**src/rtl/cache_axi_pkg.sv**
```systemverilog
// Types shared by the cache-line arbiter, the AXI bridge and both caches.
package cache_axi_pkg;

    localparam int LINE_WORDS = 8;

    typedef logic [LINE_WORDS-1:0][31:0] line_t;

    typedef enum logic {OWN_I = 1'b0, OWN_D = 1'b1} owner_e;

    typedef enum logic [1:0] {IDLE = 2'd0, BUSY = 2'd1, RESP = 2'd2} arb_state_e;

    typedef enum logic {OP_RD = 1'b0, OP_WR = 1'b1} op_e;

    // A D-cache request asserting both read and write-back is treated as a write-back.
    function automatic op_e d_op(input logic wr_req);
        return wr_req ? OP_WR : OP_RD;
    endfunction

endpackage

```
**src/rtl/cache_axi_arbiter_rr_pick2.sv**
```systemverilog
// Two-way round-robin selector: on a tie, the requester not served last wins.
module rr_pick2
    import cache_axi_pkg::*;
(
    input  logic   i_req,
    input  logic   d_req,
    input  owner_e last_owner,
    output logic   valid,
    output owner_e pick
);

    always_comb begin
        // NOTE: every output gets a default first so no path leaves it unassigned (no latch).
        valid = i_req | d_req;
        pick  = OWN_I;
        if (i_req && d_req) begin
            pick = (last_owner == OWN_I) ? OWN_D : OWN_I;
        end else if (d_req) begin
            pick = OWN_D;
        end
    end

endmodule

```
**src/rtl/cache_axi_arbiter.sv**
```systemverilog
// Shares one cache-line AXI bridge between the I-cache (refill) and the D-cache (refill/write-back).
module cache_axi_arbiter #(
    parameter int LINE_WORDS = cache_axi_pkg::LINE_WORDS,
    parameter int ADDR_W     = 32
) (
    input  logic                        aclk,
    input  logic                        aresetn,
    input  logic                        i_req,
    input  logic [ADDR_W-1:0]           i_addr,
    output logic                        i_gnt,
    output logic [LINE_WORDS-1:0][31:0] i_rd_line,
    input  logic                        d_rd_req,
    input  logic                        d_wr_req,
    input  logic [ADDR_W-1:0]           d_addr,
    input  logic [LINE_WORDS-1:0][31:0] d_wr_line,
    output logic                        d_gnt,
    output logic [LINE_WORDS-1:0][31:0] d_rd_line,
    input  logic                        m_gnt,
    output logic [ADDR_W-1:0]           m_addr,
    output logic                        m_rd_req,
    output logic                        m_wr_req,
    output logic [LINE_WORDS-1:0][31:0] m_wr_line,
    input  logic [LINE_WORDS-1:0][31:0] m_rd_line
);
    import cache_axi_pkg::*;

    typedef logic [LINE_WORDS-1:0][31:0] line_w_t;

    arb_state_e state;
    owner_e     owner;
    owner_e     last_owner;
    owner_e     pick;
    logic       pick_valid;
    op_e        grant_op;
    line_w_t    line_buf;

    rr_pick2 u_pick (
        .i_req      (i_req),
        .d_req      (d_rd_req | d_wr_req),
        .last_owner (last_owner),
        .valid      (pick_valid),
        .pick       (pick)
    );

    assign grant_op = (pick == OWN_D) ? d_op(d_wr_req) : OP_RD;

    // The bridge samples m_addr combinationally during its handshake, so every bridge-facing
    // output is a register loaded once at grant and held until m_gnt.
    always_ff @(posedge aclk) begin
        // NOTE: non-blocking assignments so every register samples pre-edge values.
        if (!aresetn) begin
            state      <= IDLE;
            owner      <= OWN_I;
            last_owner <= OWN_I;
            m_addr     <= '0;
            m_rd_req   <= 1'b0;
            m_wr_req   <= 1'b0;
            m_wr_line  <= '0;
            // NOTE: the line buffer drives both *_rd_line outputs, so it is reset to keep them 0.
            line_buf   <= '0;
        end else begin
            case (state)
                IDLE: begin
                    if (pick_valid) begin
                        owner     <= pick;
                        m_addr    <= (pick == OWN_D) ? d_addr : i_addr;
                        m_rd_req  <= (grant_op == OP_RD);
                        m_wr_req  <= (grant_op == OP_WR);
                        m_wr_line <= (grant_op == OP_WR) ? d_wr_line : '0;
                        state     <= BUSY;
                    end
                end
                BUSY: begin
                    // Drop the request on the completion edge: the bridge is idle next cycle.
                    if (m_gnt) begin
                        line_buf <= m_rd_line;
                        m_rd_req <= 1'b0;
                        m_wr_req <= 1'b0;
                        state    <= RESP;
                    end
                end
                RESP: begin
                    last_owner <= owner;
                    state      <= IDLE;
                end
                default: state <= IDLE;
            endcase
        end
    end

    assign i_gnt     = (state == RESP) && (owner == OWN_I);
    assign d_gnt     = (state == RESP) && (owner == OWN_D);
    assign i_rd_line = line_buf;
    assign d_rd_line = line_buf;

endmodule

```
**config.mk**
```make
export PLATFORM = sky130hd
export DESIGN_NAME = cache_axi_arbiter
export DESIGN_NICKNAME = d
export VERILOG_FILES = /design/src/rtl/cache_axi_pkg.sv /design/src/rtl/cache_axi_arbiter_rr_pick2.sv /design/src/rtl/cache_axi_arbiter.sv
export SDC_FILE = /design/constraint.sdc
export NUM_CORES = 1
export LEC_CHECK = 0
export ABC_AREA = 1
export CAP_MARGIN = 20
export CORE_AREA = 2 2 537 539
export CTS_CLUSTER_DIAMETER = 200
export DETAILED_ROUTE_END_ITERATION = 6
export DIE_AREA = 0 0 539 541
export PLACE_DENSITY = 0.3
export SLEW_MARGIN = 20
export SYNTH_ARGS = -nofsm -noshare
export SYNTH_HDL_FRONTEND = slang
export SYNTH_HIERARCHICAL = 1
export SYNTH_SLANG_ARGS = --single-unit
export TNS_END_PERCENT = 50
```
**constraint.sdc**
```tcl
create_clock -name aclk -period 4.65 [get_ports aclk]
set_clock_uncertainty 0.05 [all_clocks]
set_input_delay 1.395 -clock aclk [delete_from_list [all_inputs] [get_ports aclk]]
set_output_delay 1.395 -clock aclk [all_outputs]
set_load 0.1 [all_outputs]
```
==> flow_summary.yaml <==
timing:
  worst_pin_slew_ns: 1.170
  drv_slew: 0
  whs_ns: 0.4135
  slew_headroom_pct: 21.75
  min_period_ns: 4.080
  post-route-period-util_pct: 87.73
  rsz0062_at_grt: "false"
  hold_viol: 0
  setup_viol: 0
  setup_tns_ns: 0
  clock.fmax_ghz: 0.2451
synth:
  synth_adder_area_share_pct: 0
  synth_fp_nets: 3933
  synth-simple-area-share_pct: 24.47
  synth_seq_area_share_pct: 45.52
  synth_area_leaders: "dfxtp_1, nand2_1, a21oi_1"
  ys_types: 21
  synth_top_cell_by_area: "dfxtp_1"
  synth_warnings: 6
  synthMuxAreaShare_pct: 0
  synth_xor_area_share_pct: 0
  synth_seq_cells: 550
  netlist_area_um2: 24190
  syn-mean-instance-area_um2: 7.218
  synth_top_family_by_area: "simple AND/OR/NAND/NOR gates"
  synth_top_area_share_pct: 45.52
  synth-compound-area-share_pct: 12.04
  syn-instance-count: 3351
job:
  drv_cap: 0
route:
  first_pass_iters: 5
  routed_wl_um: 214300
  via_count: 27230
  route.detailed.drc: 0
  via_per_inst: 3.307
  dr.first_iter.drc_count: 1535
  wl_per_cell_um: 26.02
  postRouteAntennaNets: 0
power_and_ir_drop:
  power_density_nw_per_um2: 398.0
  leakagePower_nw: 15.62
  irDropWorstVdd_uv: 265.5
global_route:
  gr-usage-met1_pct: 16.55
  grtUsageMet2_pct: 23.46
  top_usage_layer: "met2"
  grt_use_met3_pct: 5.943
  grt_pass1_wl_um: 276400
  gr-total-overflow: 0
  antenna_found_initial: 123
  gr-usage-all-layers_pct: 14.10
  grt_pass1_vias: 26960
  grt_max_degree: 135
setup_path:
  reg2reg_from: "state[1]$_SDFFE_PN0P_"
  crit_path_end_kind: "primary output"
  reg2regPathDepth: 5
  cp_slowest_cell: "clkdlybuf4s50_1"
  path_delay_family: "buffers and inverters"
  crit_path_max_incr_delay_ns: 1.24
  arrival_ns: 2.63
  path_cells: "clkdlybuf4s50_1"
  path_buf_inv: 1
  critPathKind: "reg -> out"
  worstPathRequired_ns: 3.20
  startpoint_type: "flip-flop"
  cp_max_fo: 3
  reg2reg_slack_ns: 2.05
  r2r-end: "d_rd_line[89]$_SDFFE_PN0P_"
outcome:
  status: "completed"
floorplanning:
  dieArea_um2: 291600
  core_um2: 286400
  die_w_um: 539
  die_y_um: 541
  rows: 197
  initial_core_util_pct: 8.445
  ioPinCount: 1386
min_path:
  hold_depth: 2
  hold-path-endpoint: "m_addr[28]$_SDFFE_PN0P_"
  hold_class: "reg -> reg"
  holdCritStartpoint: "m_addr[28]$_SDFFE_PN0P_"
cts:
  clk_path_buf_depth: 4
  cts_made_buffers: 86
  clock_sinks: 550
  path_clk_slew_ns: 0.06
  post_cts_buffers: 0
  cts_root_buf: "clkbuf_16"
  clock_latency_ns: 0.74
  cts_htree_levels: 3
  cts_tree: "yes"
  cts.hold.buffers_added: 0
  cts_resized: 0
placement:
  routabilityCongestion: 0.8560
  dp_hpwl_um: 177600
  portBuffers: 1385
finish:
  drive_above_1_share_pct: 9.555
  fillers: 32900
  area_delta_synth_final_pct: 76.85
  final_nets: 4950
  layout_commonest_cell: "clkdlybuf4s50_1"
  final_cell_mix: "clkdlybuf4s50_1, nand2_1, dfxtp_1"
[worst max-delay path by stage]
stage	slack, ns	cells after the start	endpoint	start
global placement	0.69	8	m_wr_line[142]$_SDFFE_PN0P_	d_rd_req
CTS	0.53	1	d_rd_line[80]	d_rd_line[80]$_SDFFE_PN0P_
detailed placement	0.69	8	m_wr_line[138]$_SDFFE_PN0P_	d_rd_req
global route	0.55	1	d_rd_line[80]	d_rd_line[80]$_SDFFE_PN0P_
floorplan	1.37	4	i_gnt	state[0]$_SDFFE_PN0P_
finish	0.57	1	i_rd_line[194]	d_rd_line[194]$_SDFFE_PN0P_
[cells in the mapped netlist]
cell type	number
inv_1	291
nand3b_1	1
buf_2	122
or2_1	1
buf_4	270
dfxtp_1	550
nand4_1	256
nor3_1	1
buf_6	12
nor2_8	1
or2_2	1
nand2_2	1
nor2_1	262
nand2_1	869
o21ai_0	33
inv_2	3
nand3_1	2
nand3_2	1
buf_1	8
a21oi_1	549
clkbuf_1	117
[per-layer routing]
layer	vias to the layer above	part of all wire, %
met5	-	0.14
li1	12570	-
met3	283	10
met4	42	2.5
met1	13050	40
met2	1281	47
[flip-flops by register name, summed over array words and instances, names as in the netlist]
signal / cells
d_rd_line: 256
m_wr_line: 256
m_addr: 32
state: 2
last_owner: 1
m_rd_req: 1
m_wr_req: 1
owner: 1
[through the flow]
step           instances  setup slack, ns  power (mW)  util [%]  area [µm²]
5_1_grt             8219           0.5541       17.70     14.92       42730
3_3_place_gp        8061           0.6867       10.58     13.94       39930
4_1_cts             8208           0.5272       17.38     14.91       42710
6_report            8235           0.5704       17.02     14.93       42770
3_5_place_dp        8061           0.6858       10.57     13.94       39930
2_1_floorplan       3351            1.373       8.735         -       24190
[logic make-up (layout without fill, tap and decap cells)]
logic type,count (synthesis),in the layout
AND/OR/NAND/NOR,1396,1396
flip-flops,550,550
buffers and inverters,823,1899
other,0,27
AO/OA/AOI/OAI,582,582
[layout make-up]
| cell class | count | area, µm² | share of cell area [%] |
|---|---|---|---|
| timing repair buffer | 1458 | 14190 | 33.18 |
| sequential | 550 | 11010 | 25.75 |
| multi-input combinational | 1978 | 8865 | 20.72 |
| tap | 3781 | 4731 | 11.06 |
| clock buffer | 123 | 2512 | 5.874 |
| inverter | 294 | 1119 | 2.615 |
| clock inverter | 24 | 272.8 | 0.6377 |
| antenna | 27 | 67.56 | 0.1580 |
[power by group]
part	total, mW	switching (mW)	leakage [nW]	internal (mW)
Clock	6.63	2.62	1.36	4.01
Sequential	5.20	0.242	4.48	4.96
Combinational	5.19	3.91	9.78	1.28
Total	17.0	6.77	15.6	10.3
No activity file was read; power rests on OpenSTA's default activity.
